**config.mk**
```make
export PLATFORM = sky130hd
export DESIGN_NAME = dual_rail_func_unit
export DESIGN_NICKNAME = d
export VERILOG_FILES = /design/src/rtl/dual_rail_pkg.sv /design/src/rtl/dual_rail_func_unit_rail_check.sv /design/src/rtl/dual_rail_func_unit.sv
export SDC_FILE = /design/constraint.sdc
export NUM_CORES = 1
export LEC_CHECK = 0
export ABC_CLOCK_PERIOD_IN_PS = 4500
export CAP_MARGIN = 15
export CORE_ASPECT_RATIO = 1.4
export CORE_MARGIN = 2
export CORE_UTILIZATION = 58
export CTS_BUF_LIST = sky130_fd_sc_hd__clkbuf_2 sky130_fd_sc_hd__clkbuf_4 sky130_fd_sc_hd__clkbuf_8
export DETAILED_ROUTE_END_ITERATION = 6
export GPL_ROUTABILITY_DRIVEN = 0
export HOLD_SLACK_MARGIN = 0.02
export PLACE_DENSITY_LB_ADDON = 0.12
export SLEW_MARGIN = 15
export SYNTH_ARGS = -nofsm -noshare
export SYNTH_HDL_FRONTEND = slang
export SYNTH_SLANG_ARGS = --single-unit
```
**constraint.sdc**
```tcl
create_clock -name clk -period 4.5 [get_ports clk]
set_clock_uncertainty 0.2 [all_clocks]
set_input_delay 0.675 -clock clk [delete_from_list [all_inputs] [get_ports clk]]
set_output_delay 0.675 -clock clk [all_outputs]
set_load 0.02 [all_outputs]
```
**src/rtl/dual_rail_pkg.sv**
```systemverilog
// Shared types and constants for the dual-rail function unit.
// The reset table FIG1_TT reproduces the original fixed four-input complex gate.
package dual_rail_pkg;

  typedef enum logic {
    RUN  = 1'b0,
    LOAD = 1'b1
  } state_t;

  localparam int unsigned ERR_CNT_W = 8;
  localparam logic [15:0] FIG1_TT   = 16'hFC51;

  // A pair is valid only when its rails disagree; bits at or above n are ignored.
  function automatic logic rails_ok(input logic [5:0] true_r,
                                    input logic [5:0] comp_r,
                                    input int unsigned n);
    logic ok;
    ok = 1'b1;
    for (int unsigned k = 0; k < 6; k++) begin
      if (k < n && true_r[k] == comp_r[k]) ok = 1'b0;
    end
    return ok;
  endfunction

endpackage

```
**src/rtl/dual_rail_func_unit_rail_check.sv**
```systemverilog
// Combinational rail-validity check: every true/complement pair must differ.
module dr_rail_check #(
  parameter int unsigned N = 4
) (
  input  logic [N-1:0] in_true,
  input  logic [N-1:0] in_comp,
  output logic         ok
);

  assign ok = &(in_true ^ in_comp);

endmodule

```
**src/rtl/dual_rail_func_unit.sv**
```systemverilog
// Runtime-programmable N-input dual-rail function unit with a registered,
// valid/ready output stage, sticky rail-error reporting and serial table load.
module dual_rail_func_unit
  import dual_rail_pkg::*;
#(
  parameter int unsigned         N          = 4,
  parameter logic [(1<<N)-1:0]   DEFAULT_TT = FIG1_TT
) (
  input  logic                 clk,
  input  logic                 rst_n,
  input  logic                 in_valid,
  output logic                 in_ready,
  input  logic [N-1:0]         in_true,
  input  logic [N-1:0]         in_comp,
  output logic                 out_valid,
  input  logic                 out_ready,
  output logic                 out,
  output logic                 rail_err,
  output logic [ERR_CNT_W-1:0] err_count,
  input  logic                 err_clr,
  input  logic                 tt_load_start,
  input  logic                 tt_load_bit,
  output logic                 tt_busy
);

  localparam int unsigned TT_W  = 1 << N;
  localparam int unsigned CNT_W = N + 1;

  state_t           state, state_nxt;
  logic [TT_W-1:0]  tt;
  logic [CNT_W-1:0] bit_cnt;
  logic             pair_ok;
  logic             accept;
  logic             err_new;
  logic             load_last;

  dr_rail_check #(.N(N)) u_rail_check (
    .in_true (in_true),
    .in_comp (in_comp),
    .ok      (pair_ok)
  );

  assign accept    = in_valid && in_ready;
  assign err_new   = accept && !pair_ok;
  assign load_last = (bit_cnt == CNT_W'(TT_W - 1));

  always_ff @(posedge clk) begin
    if (!rst_n) state <= RUN;
    else        state <= state_nxt;
  end

  always_comb begin
    state_nxt = state;
    in_ready  = 1'b0;
    tt_busy   = 1'b0;
    case (state)
      RUN: begin
        in_ready = !out_valid || out_ready;
        if (tt_load_start) state_nxt = LOAD;
      end
      LOAD: begin
        tt_busy = 1'b1;
        if (load_last) state_nxt = RUN;
      end
      default: state_nxt = RUN;
    endcase
  end

  // Table shifts MSB-first; after TT_W shifts the first bit sent sits at the top index.
  always_ff @(posedge clk) begin
    if (!rst_n) begin
      tt      <= DEFAULT_TT;
      bit_cnt <= '0;
    end else if (state == RUN) begin
      if (tt_load_start) bit_cnt <= '0;
    end else begin
      tt      <= {tt[TT_W-2:0], tt_load_bit};
      bit_cnt <= bit_cnt + 1'b1;
    end
  end

  always_ff @(posedge clk) begin
    if (!rst_n) begin
      out_valid <= 1'b0;
      out       <= 1'b0;
    end else if (accept && pair_ok) begin
      out_valid <= 1'b1;
      out       <= tt[in_true];
    end else if (out_ready) begin
      out_valid <= 1'b0;
    end
  end

  // A fresh error outranks a simultaneous clear, restarting the count at one.
  always_ff @(posedge clk) begin
    if (!rst_n) begin
      rail_err  <= 1'b0;
      err_count <= '0;
    end else if (err_new) begin
      rail_err <= 1'b1;
      if (err_clr)             err_count <= ERR_CNT_W'(1);
      else if (err_count != '1) err_count <= err_count + 1'b1;
    end else if (err_clr) begin
      rail_err  <= 1'b0;
      err_count <= '0;
    end
  end

  always_ff @(posedge clk) begin
    if (rst_n && in_valid) begin
      assert (pair_ok == rails_ok(6'(in_true), 6'(in_comp), N));
    end
  end

endmodule

```
### Word level (Yosys, flattened, before mapping)

Index checks and enable logic that the tools add are counted.

| word-level totals | value |
|---|---|
| input bits | 15 |
| flip-flop bits (word level) | 33 |
| logic and storage cells | 43 |

| operators by class | value |
|---|---|
| bitwise gates (word level) | 2 |
| order comparisons | 1 |
| eq/ne operators | 2 |
| reduce and logical (&&, ||, !) cells | 12 |
| mux-type cells | 17 |
| add/subtract/negate cells | 2 |

Operators with widths:

| kind | number |
|---|---|
| 2-to-1 mux 8 bit | 4 |
| 2-to-1 mux 5 bit | 2 |
| 2-to-1 mux 1 bit | 9 |
| adder 8 x 1 -> 8 bit, second input constant | 1 |
| inequality test 8 bit, second input constant | 1 |
| nonzero test 2 bit | 4 |
| adder 5 x 1 -> 5 bit, second input constant | 1 |
| == test 5 x 4 -> 1 bit, second input constant | 1 |
| less-than comparator 4 x 5 -> 1 bit, second input constant | 1 |
| binary-select mux 1 bit (select 4 bit) | 1 |
| AND reduction 4 bit | 1 |
| bitwise XOR 4 bit | 1 |
| logical AND 1 bit | 3 |
| logical NOT 1 bit | 2 |
| one-hot mux 1 bit (2 select lines) | 1 |
| AND reduction 2 bit | 1 |
| logical OR 1 bit | 1 |
| inverter 1 bit | 1 |

### Depth between registers and ports, before layout

| logic depth | value |
|---|---|
| depth after elaboration | 7 |
| gate-level depth with buffers | 7 |

### Cells and area by module

From an unflattened synthesis, not the netlist that was laid out.

| unflattened totals | value |
|---|---|
| cells, all modules | 177 |
| area total of the unflattened synthesis | 1645.3 µm² |

Modules (own cells, without submodules):

| module | area each (µm²) | seq. area each (µm²) | cells an instance | instances |
|---|---|---|---|---|
| dual_rail_func_unit | 1604.0 | 660.6 | 172 | 1 |
| dr_rail_check | 41.3 | 0.0 | 5 | 1 |

### Least setup slack after synthesis

Ideal clock, no wire load.

| timing | value |
|---|---|
| path kind | in2reg |
| start | input port in_true[0] |
| end | register out |
| path slack | 2455 ps |
| stages on the path | 5 |
| library setup time | 117 ps |
| required time | 4183 ps |
| arrival time | 1727 ps |
| path through | buf_6 mux4_1 mux2_2 o21ai_2 o21ai_1 |

| between the ends | value |
|---|---|
| cells in the longest elaborated chain, start to end | 3 |
| elaborated cells on any way between the ends | 5 |
| those cells by class | mux (2); bitwise (1); reduce/logical (2) |

RTL lines:

| item | RTL line | source |
|---|---|---|
| start, declared | dual_rail_func_unit.sv:13 | `input logic [N-1:0] in_true,` |
| branches (longest 3 deep; another with binary-select mux 1 bit (select 4 bit)) | -- |  |
| end signal, assigned | dual_rail_func_unit.sv:88 | `out <= tt[in_true];` |
| end, declared | dual_rail_func_unit.sv:17 | `output logic out,` |

Parallel ways; which one is timed is not known. The select of a mux whose other input is x is not followed.
A chain may end at the register's enable or synchronous reset.

### Worst setup path in the final report

| timing | value |
|---|---|
| start | input port out_ready |
| end | output port in_ready |

| between the ends | value |
|---|---|
| cells in the longest elaborated chain, start to end | 2 |

RTL lines:

| item | RTL line | source |
|---|---|---|
| start, declared | dual_rail_func_unit.sv:16 | `input logic out_ready,` |
| logical OR 1 bit | dual_rail_func_unit.sv:58 | `in_ready = !out_valid \|\| out_ready;` |
| 2-to-1 mux 1 bit | dual_rail_func_unit.sv:56 | `case (state)` |
| end, declared | dual_rail_func_unit.sv:12 | `output logic in_ready,` |

No other way between the ends.

==> impl_metrics.ini <==
[final_layout]
nets = 210
area.growth.synth_to_final_pct = 19.1
final_layout_size_suffix_gt1_share_pct = 8.29
diodes = 0
finalNonFillerCells = 229

[global_route]
track_usage_pct = 22.4
grt_pass1_vias = 1319
gr-total-overflow = 0
grt_pass1_wl_um = 5470
antenna_found_initial = 0
grt_max_degree = 29

[yosys]
synth_top_cell_area_share_pct = 40.1
synth.largest_area_cell = dfxtp_1
ys_types = 38
ys.flop_type = dfxtp_1
yosysWarnings = 0
ys_seq_area_share_pct = 40.1
synth_seq_cells = 33
syn_area_per_cell_um2 = 9.92
syn_area_mm2 = 0.00165
synthTopCellsByArea = dfxtp_1 (40%), mux2i_1 (11%), mux4_1 (6.4%)
async_flop_share_pct = 0
syn_inst = 166
synth_most_common_cell = dfxtp_1
synth_nets = 184
netlist_top_cells_count = dfxtp_1 (33), mux2i_1 (18), nand2_1 (17), nor2b_1 (12)
synth_edf_count = 0

[timing]
finalSetupViolCount = 0
grt_setup_unrepaired = no
min_period_ns = 2.89
final_hold_viol_count = 0
fin_tns_setup_ns = 0
fin_hold_ws_ns = 0.280
worst_pin_slew_ns = 0.813
fin_crit_sh_pct = 64.2
final_max_slew_viol_count = 0
slew_headroom_pct = 45.6
timing.fmax_mhz = 346
finalWorstSetupSlack_ns = 1.61

[floorplanning]
coreArea_mm2 = 0.00267
row_count = 22
dieArea_mm2 = 0.00329
die_h_um = 67.0
initial_core_util_pct = 61.7
fp.dieW_um = 49.0
io_pins = 28

[clock_network]
insertion_delay_ns = 0.34
numCtsBuffers = 5
cts-root-buf = clkbuf_4
clockBufferDepth = 2
cts_tree = built
clkTransAtPathRegs_ns = 0.11
postCtsHoldBufs = 0
h-tree-depth = 2
post_cts_resized = 0
cts_setup_buffers = 0
cts_sinks = 33

[pwr]
ir_drop_uv = 237
power_density_mw_per_mm2 = 283
cellLeakagePower_nw = 0.742
fin_total_pwr_mw = 0.554

[route]
route.vias.total = 1301
drt_pre_antenna_iters = 4
drtAntennaViolNets = 0
drtIter0Drc = 43
viasPerCell = 5.68
wl_per_cell_um = 13.9
drcViolationCount = 0
wirelength_um = 3180

[flow_run]
max_cap_viol_count = 0

[worst_setup_path]
cp-start-kind = primary input
cp-end-kind = output pin
crit_type = in -> out
endpoint = in_ready
path_max_fanout = 4
critical_path_arrival_ns = 2.02
cp.required_ns = 3.62
r2r-start = state$_SDFF_PN0_
reg2reg_to = err_count[4]$_SDFFE_PN0P_
cp_slowest_stage_delay_ns = 0.59
reg2reg_slack_ns = 2.43
slowest_stage = clkdlybuf4s50_1
startpoint = out_ready
reg2reg_depth = 6
cp_common_cell = clkdlybuf4s50_1
crit_chain = clkdlybuf4s50_1 -> nand2b_1 -> and2_1 -> clkdlybuf4s50_1

[place]
dp_hpwl_um = 2320
io_buffers = 27
place_ws_ns = 1.62
dpl.cell_count = 221

[run_status]
status = completed

[worst_hold_path]
worstHoldStart = out$_SDFFE_PN0P_
hp-class = reg -> reg
metrics by stage:
| stage | util [%] | cell area, um2 |
|---|---|---|
| floorplan | - | 1650 |
| global placement | 71.4 | 1910 |
| detailed placement | 71.4 | 1910 |
| CTS | 73.5 | 1960 |
| global route | 73.5 | 1960 |
| finish | 73.5 | 1960 |
power by group:
group | total [mW] | switching (mW) | internal, mW
combinational | 0.0808 | 0.0388 | 0.0420
clock | 0.164 | 0.0982 | 0.0655
sequential | 0.310 | 0.00752 | 0.302
total | 0.554 | 0.145 | 0.410
kinds of logic (layout without fill, tap and decap cells):
group,count (synthesis),count (layout),synth area share (%)
xor gates and xnor gates,8,8,4.26
DFF,33,33,40.1
and+or+nand+nor,65,65,22.6
muxes,23,23,18.0
AOI/OAI and AO/OA,20,20,7.83
adders and majority gates,3,3,2.28
buffers and inverters,14,41,4.94
worst max-delay path: cells and delay by family:
| kind | cells | cell delay (ns) |
|---|---|---|
| buffers and inverters | 2 | 1.04 |
| and+or+nand+nor | 2 | 0.30 |
per-layer routing:
metal  routed length, um  global-route usage, %  vias up  share of wire (%)
li1                    -                      -      646                  -
met1                1210                   20.4      620                 38
met2                1790                   42.8       31                 56
met3                 120                   6.28        4                3.8
met4                  57                   15.0        0                1.8
met5                   0                      0        -                  0
how the worst min path moves through the flow:
stage,endpoint,slack [ns],cells after the start
6_report,out$_SDFFE_PN0P_,0.28,2
2_1_floorplan,tt[15]$_SDFFE_PN1P_,0.23,2
3_5_place_dp,out$_SDFFE_PN0P_,0.26,2
4_1_cts,out$_SDFFE_PN0P_,0.28,2
5_1_grt,out$_SDFFE_PN0P_,0.31,2
3_3_place_gp,tt[15]$_SDFFE_PN1P_,0.25,2
flip-flops by register name (all words and copies together) (netlist names):
| name | count |
|---|---|
| out | 1 |
| err_count | 8 |
| tt | 16 |
| bit_cnt | 5 |
| rail_err | 1 |
| out_valid | 1 |
| state | 1 |
placed cells by master (no fill, tap or decap), drive strengths merged, types with 4 or more instances in the layout:
cell	synthesis	final
clkbuf	4	6
inv	5	5
a31oi	4	4
nor2	7	7
nand3	6	6
and3	6	6
dfxtp	33	33
a21oi	5	5
clkdlybuf4s50	0	27
nand2	17	17
nand4	4	4
nor2b	12	12
xor2	6	6
mux4	4	4
mux2i	18	18
o21ai	4	4
cell type report:
class | count | area, um2
clock buffers | 6 | 45.0
clock inverters | 2 | 10.0
fillers | 228 | 708
inverters | 5 | 18.8
multi-input cells | 119 | 905
flip-flops and latches | 33 | 661
well taps | 36 | 45.0
repair buffers | 28 | 278
Power figures use the tool's default switching activity.
